**src/rtl/serial_bit_feeder_pkg.sv**
```systemverilog
// Shared definitions for the serial bit feeder.
// The state encoding localparams are also used by the sequence detector's bench,
// so their values must stay fixed: ST_IDLE = 0, ST_SHIFT = 1.
package serial_bit_feeder_pkg;

    localparam logic ST_IDLE  = 1'b0;
    localparam logic ST_SHIFT = 1'b1;

    typedef enum logic {
        S_IDLE  = ST_IDLE,
        S_SHIFT = ST_SHIFT
    } state_t;

endpackage

```
**src/rtl/serial_bit_feeder_if.sv**
```systemverilog
// Load handshake and serial output bundle for serial_bit_feeder.
//
// Handshake (valid/ready): a word is transferred at a rising clk edge where
// load_valid && load_ready. While load_valid=1 and load_ready=0 the producer
// must hold load_data stable. load_valid may be dropped before acceptance;
// that withdraws the offer. load_ready never depends on load_valid.
//
// Signals:
//   load_data   producer -> feeder   WIDTH-bit word to serialize
//   load_valid  producer -> feeder   load_data is valid
//   load_ready  feeder -> producer   feeder accepts a word this cycle
//   serial_out  feeder -> consumer   serial bit stream (detector din)
//   bit_valid   feeder -> consumer   serial_out carries a data bit
//   frame_done  feeder -> consumer   pulse with the last bit of each word
//   state       feeder -> observer   current FSM state (debug visibility)
interface serial_bit_feeder_if #(
    parameter int WIDTH = 8
);
    logic [WIDTH-1:0] load_data;
    logic             load_valid;
    logic             load_ready;
    logic             serial_out;
    logic             bit_valid;
    logic             frame_done;
    logic             state;

    modport master (
        output load_data,
        output load_valid,
        input  load_ready,
        input  serial_out,
        input  bit_valid,
        input  frame_done,
        input  state
    );

    modport slave (
        input  load_data,
        input  load_valid,
        output load_ready,
        output serial_out,
        output bit_valid,
        output frame_done,
        output state
    );

endinterface

```
**src/rtl/serial_bit_feeder.sv**
```systemverilog
// Parallel-to-serial feeder in front of the sequence detector.
// Accepts WIDTH-bit words over a valid/ready handshake and emits one bit per
// clk. Back-to-back words stream without a gap so patterns spanning a word
// boundary remain visible to the detector.
//
// Ports:
//   clk    rising-edge clock
//   reset  synchronous, active-low reset
//   bus    slave side of serial_bit_feeder_if (load handshake, serial_out,
//          bit_valid, frame_done, debug state)
//
// Parameters:
//   WIDTH      bits per word (>= 2)
//   MSB_FIRST  1: bit WIDTH-1 first, 0: bit 0 first
//   IDLE_BIT   serial_out level when no word is being sent
module serial_bit_feeder
    import serial_bit_feeder_pkg::*;
#(
    parameter int WIDTH     = 8,
    parameter bit MSB_FIRST = 1'b1,
    parameter bit IDLE_BIT  = 1'b0
) (
    input  logic               clk,
    input  logic               reset,
    serial_bit_feeder_if.slave bus
);

    localparam int             CW      = (WIDTH > 1) ? $clog2(WIDTH) : 1;
    localparam logic [CW-1:0]  LAST    = CW'(WIDTH - 1);
    localparam logic [CW-1:0]  PRELAST = CW'(WIDTH - 2);

    state_t             state_q, state_d;
    logic [WIDTH-1:0]   shreg_q, shreg_d;
    logic [CW-1:0]      count_q, count_d;
    logic               serial_q, serial_d;
    logic               bit_valid_q, bit_valid_d;
    logic               frame_done_q, frame_done_d;

    logic               ready;
    logic               accept;
    logic               load_first;
    logic [WIDTH-1:0]   load_rest;
    logic               shift_first;
    logic [WIDTH-1:0]   shift_rest;

    // The bit on serial_out is already out of the shift register, so the
    // register only holds the bits still to come. On load the first bit goes
    // straight to serial_out and the remainder is stored pre-shifted.
    assign load_first  = MSB_FIRST ? bus.load_data[WIDTH-1] : bus.load_data[0];
    assign load_rest   = MSB_FIRST ? (bus.load_data << 1) : (bus.load_data >> 1);
    assign shift_first = MSB_FIRST ? shreg_q[WIDTH-1] : shreg_q[0];
    assign shift_rest  = MSB_FIRST ? (shreg_q << 1) : (shreg_q >> 1);

    // Ready while idle, or while the last bit of the current word is shown so
    // the next word can follow without a gap. Held low during reset.
    assign ready  = reset && ((state_q == S_IDLE) || (count_q == LAST));
    assign accept = bus.load_valid && ready;

    always_comb begin
        state_d      = state_q;
        shreg_d      = shreg_q;
        count_d      = count_q;
        serial_d     = serial_q;
        bit_valid_d  = bit_valid_q;
        frame_done_d = 1'b0;

        case (state_q)
            S_IDLE: begin
                if (accept) begin
                    state_d     = S_SHIFT;
                    shreg_d     = load_rest;
                    count_d     = '0;
                    serial_d    = load_first;
                    bit_valid_d = 1'b1;
                end
            end
            S_SHIFT: begin
                if (count_q == LAST) begin
                    if (accept) begin
                        shreg_d     = load_rest;
                        count_d     = '0;
                        serial_d    = load_first;
                        bit_valid_d = 1'b1;
                    end else begin
                        state_d     = S_IDLE;
                        shreg_d     = '0;
                        count_d     = '0;
                        serial_d    = IDLE_BIT;
                        bit_valid_d = 1'b0;
                    end
                end else begin
                    shreg_d      = shift_rest;
                    count_d      = count_q + CW'(1);
                    serial_d     = shift_first;
                    // frame_done is registered, so raise it on the edge that
                    // brings the last bit onto serial_out.
                    frame_done_d = (count_q == PRELAST);
                end
            end
            default: begin
                state_d     = S_IDLE;
                serial_d    = IDLE_BIT;
                bit_valid_d = 1'b0;
            end
        endcase
    end

    always_ff @(posedge clk) begin
        if (!reset) begin
            state_q      <= S_IDLE;
            shreg_q      <= '0;
            count_q      <= '0;
            serial_q     <= IDLE_BIT;
            bit_valid_q  <= 1'b0;
            frame_done_q <= 1'b0;
        end else begin
            state_q      <= state_d;
            shreg_q      <= shreg_d;
            count_q      <= count_d;
            serial_q     <= serial_d;
            bit_valid_q  <= bit_valid_d;
            frame_done_q <= frame_done_d;
        end
    end

    assign bus.load_ready = ready;
    assign bus.serial_out = serial_q;
    assign bus.bit_valid  = bit_valid_q;
    assign bus.frame_done = frame_done_q;
    assign bus.state      = state_q;

endmodule
```
**src/flat_wrapper.sv**
```systemverilog
// flat-port wrapper written by rule: the top's interface ports become plain ports
module serial_bit_feeder_flat import serial_bit_feeder_pkg::*;
#(
    parameter int WIDTH     = 8,
    parameter bit MSB_FIRST = 1'b1,
    parameter bit IDLE_BIT  = 1'b0
)
  (clk, reset, bus_load_data, bus_load_valid, bus_load_ready, bus_serial_out, bus_bit_valid, bus_frame_done, bus_state);
  serial_bit_feeder_if #(.WIDTH(WIDTH)) bus_i ();
  input  logic clk;
  input  logic reset;
  input wire logic [$bits(bus_i.load_data)-1:0] bus_load_data;
  input wire logic [$bits(bus_i.load_valid)-1:0] bus_load_valid;
  output wire logic [$bits(bus_i.load_ready)-1:0] bus_load_ready;
  output wire logic [$bits(bus_i.serial_out)-1:0] bus_serial_out;
  output wire logic [$bits(bus_i.bit_valid)-1:0] bus_bit_valid;
  output wire logic [$bits(bus_i.frame_done)-1:0] bus_frame_done;
  output wire logic [$bits(bus_i.state)-1:0] bus_state;
  assign bus_i.load_data = bus_load_data;
  assign bus_i.load_valid = bus_load_valid;
  assign bus_load_ready = bus_i.load_ready;
  assign bus_serial_out = bus_i.serial_out;
  assign bus_bit_valid = bus_i.bit_valid;
  assign bus_frame_done = bus_i.frame_done;
  assign bus_state = bus_i.state;
  serial_bit_feeder #(.WIDTH(WIDTH), .MSB_FIRST(MSB_FIRST), .IDLE_BIT(IDLE_BIT)) u_core (.clk(clk), .reset(reset), .bus(bus_i));
endmodule
```
**config.mk**
```make
export PLATFORM = sky130hd
export DESIGN_NAME = serial_bit_feeder_flat
export DESIGN_NICKNAME = d
export VERILOG_FILES = /design/src/rtl/serial_bit_feeder_pkg.sv /design/src/rtl/serial_bit_feeder_if.sv /design/src/rtl/serial_bit_feeder.sv /design/src/flat_wrapper.sv
export SDC_FILE = /design/constraint.sdc
export NUM_CORES = 1
export LEC_CHECK = 0
export ABC_AREA = 1
export CORE_MARGIN = 2
export CORE_UTILIZATION = 43
export DETAILED_ROUTE_END_ITERATION = 16
export PLACE_DENSITY = 0.7
export SYNTH_ARGS = -nofsm -noshare
export SYNTH_HDL_FRONTEND = slang
export SYNTH_SLANG_ARGS = --single-unit
```
**constraint.sdc**
```tcl
create_clock -name clk -period 3.5 [get_ports clk]
set_input_delay 0.525 -clock clk [delete_from_list [all_inputs] [get_ports clk]]
set_output_delay 0.525 -clock clk [all_outputs]
set_load 0.02 [all_outputs]
```
==> results.sh <==
export IMPL_min_path_type="register to register"
export IMPL_power_mw=0.360
export IMPL_syn_num_nets=111
export IMPL_synth_cells=97
export IMPL_clock_tree_root_cell="clkbuf_4"
export IMPL_fin_crit_sh_pct=73.6
export IMPL_start_util_pct=47.0
export IMPL_ctsResizeCount=0
export IMPL_drive_gt1_share_pct=13.3
export IMPL_dieHeight_um=45.3
export IMPL_slew_limit_headroom_pct=79.1
export IMPL_cts_htree_levels=1
export IMPL_power_density_nw_per_um2=399
export IMPL_rsz0062_at_grt="no"
export IMPL_areaGrowthSynthToFinish_pct=23.2
export IMPL_crit_arrival_ns=2.05
export IMPL_min_to="u_core.bus.frame_done"
export IMPL_hold_viol=0
export IMPL_final_area_um2=902
export IMPL_status="completed"
export IMPL_syn_avg_cell_area_um2=7.55
export IMPL_finalCriticalPeriod_ns=2.58
export IMPL_firstDrtPassIters=4
export IMPL_drt_total_wl_um=1310
export IMPL_antenna_found_initial=0
export IMPL_io_buffers=15
export IMPL_synth_seq_cells=14
export IMPL_cp_start_kind="input port"
export IMPL_placed_area_um2=880
export IMPL_slew_violations=0
export IMPL_reg2reg_from="u_core.count_q[0]"
export IMPL_wl_per_cell_um=10.2
export IMPL_grt_max_degree=20
export IMPL_ys_types=19
export IMPL_finClkSkew_ns=0.00584
export IMPL_p_leak_nw=0.392
export IMPL_synth_seq_area_share_pct=38.3
export IMPL_clkLatencyLatePin_ns=0.28
export IMPL_grt_use_total_pct=14.9
export IMPL_reg2reg_depth=8
export IMPL_hold_start="u_core.count_q[2]"
export IMPL_grt_pass1_wl_um=2200
export IMPL_hold_buffers=0
export IMPL_core_area_um2=1560
export IMPL_nets=129
export IMPL_finalSetupViolCount=0
export IMPL_vias_per_cell=5.02
export IMPL_place_hpwl_um=939
export IMPL_dieArea_um2=2050
export IMPL_fmax_mhz=388
export IMPL_cts_tree="done"
export IMPL_drc=0
export IMPL_crit_type="input port to output port"
export IMPL_drt_iter0_drc=20
export IMPL_syn_cell_area_um2=732
export IMPL_drtAntennaViolNets=0
export IMPL_grt_pass1_vias=525
export IMPL_worst_pin_slew_ns=0.313
export IMPL_r2r_end="u_core.shreg_q[7]"
export IMPL_yosysWarnings=0
export IMPL_io_pin_count=16
export IMPL_cts_sinks=14
export IMPL_postCtsSetupBuffers=0
export IMPL_cap_violations=0
export IMPL_cp_required_ns=2.97
export IMPL_place_congestion=0.752
export IMPL_globalRouteOverflowTotal=0
export IMPL_vias=647
export IMPL_fp_dieW_um=45.3
export IMPL_tns_ns=0
export IMPL_r2r_slack_ns=1.89
export IMPL_cts_path_max_buffers=2
export IMPL_critPathCaptureType="output port"
export IMPL_ir_drop_mv=0.196
export IMPL_cts_buffers=3
export IMPL_clk_pin_slew_ns=0.08
export IMPL_crit_fanout=14
export IMPL_worstHoldPathCells=2
export IMPL_antennaDiodeCount=0
export IMPL_rows=14
## cells by family after synthesis
kind of cell	count (synthesis)	synth area share, %
AOI/OAI and AO/OA	20	16.6
adders and majority gates	3	5.13
buffers and inverters	16	10.8
DFF	14	38.3
and+or+nand+nor	44	29.2
## cell usage after synthesis, drive strengths merged
library cell,count,area (um2)
nand2,24,103
o21ai,1,5.00
clkbuf,1,3.75
ha,3,37.5
a21oi,17,96.4
buf,2,26.3
nand3,11,77.6
nor2,9,33.8
o22ai,1,12.5
dfxtp,14,280
inv,13,48.8
o211ai,1,7.51
## worst max-delay path, cell delays in order
cell,delay [ns]
clkdlybuf4s50_1,0.46
buf_4,0.20
inv_1,0.10
nor2_1,0.15
clkdlybuf4s50_1,0.62
## power breakdown
| group | total [mW] | switching, mW | internal [mW] |
|---|---|---|---|
| clock | 0.0899 | 0.0501 | 0.0399 |
| sequential | 0.181 | 0.00772 | 0.173 |
| combinational | 0.0889 | 0.0491 | 0.0398 |
| total | 0.360 | 0.107 | 0.253 |
## per-stage QoR
step | setup WS [ns] | hold slack, ns | instances | utilization [%]
floorplan | 1.79 | 0.445 | 97 | -
global placement | 0.949 | 0.466 | 126 | 56.4
detailed placement | 0.943 | 0.465 | 126 | 56.4
CTS | 0.927 | 0.479 | 129 | 57.9
global route | 0.808 | 0.500 | 129 | 57.9
finish | 0.924 | 0.467 | 129 | 57.9
## registers in the layout, summed over array words and instances, names as in the netlist
signal and count:
u_core.bus.bit_valid 1, u_core.bus.frame_done 1, u_core.bus.serial_out 1, u_core.bus.state 1
u_core.count_q 3, u_core.shreg_q 7
## how the worst max path moves through the flow
stage | from | depth (start not counted) | to | slack (ns)
6_report | reset | 5 | bus_load_ready | 0.92
3_5_place_dp | reset | 5 | bus_load_ready | 0.94
5_1_grt | u_core.count_q[0] | 7 | bus_load_ready | 0.81
4_1_cts | reset | 5 | bus_load_ready | 0.93
2_1_floorplan | u_core.count_q[0] | 6 | bus_load_ready | 1.79
3_3_place_gp | reset | 5 | bus_load_ready | 0.95
## cell usage in the layout (no fill, tap or decap), types with 2 or more instances in the layout
cell             synthesis  layout
clkbuf_4                 0       3
nand3_2                  2       2
dfxtp_1                 14      14
nand3_1                  8       8
inv_1                   12      12
ha_1                     3       3
a21oi_2                  3       3
nand2_1                 21      21
nand2_2                  2       2
clkdlybuf4s50_1          0      15
a21oi_1                 14      14
nor2_1                   9       9
## cell type report
type / count / area [um2]
Fill cell: 152 / 657
Timing Repair Buffer: 16 / 158
Inverter: 13 / 48.8
Clock buffer: 3 / 22.5
Multi-Input combinational cell: 67 / 373
Sequential cell: 14 / 280
Tap cell: 16 / 20.0
## routing by layer
layer	up-vias	part of all wire (%)	track usage (%)
li1	344	-	-
met1	289	52	20.4
met2	14	43	21.1
met3	0	5.1	7.20
met4	0	0	3.53
met5	-	0	0
Note: power is estimated with default switching activity, not from simulation.
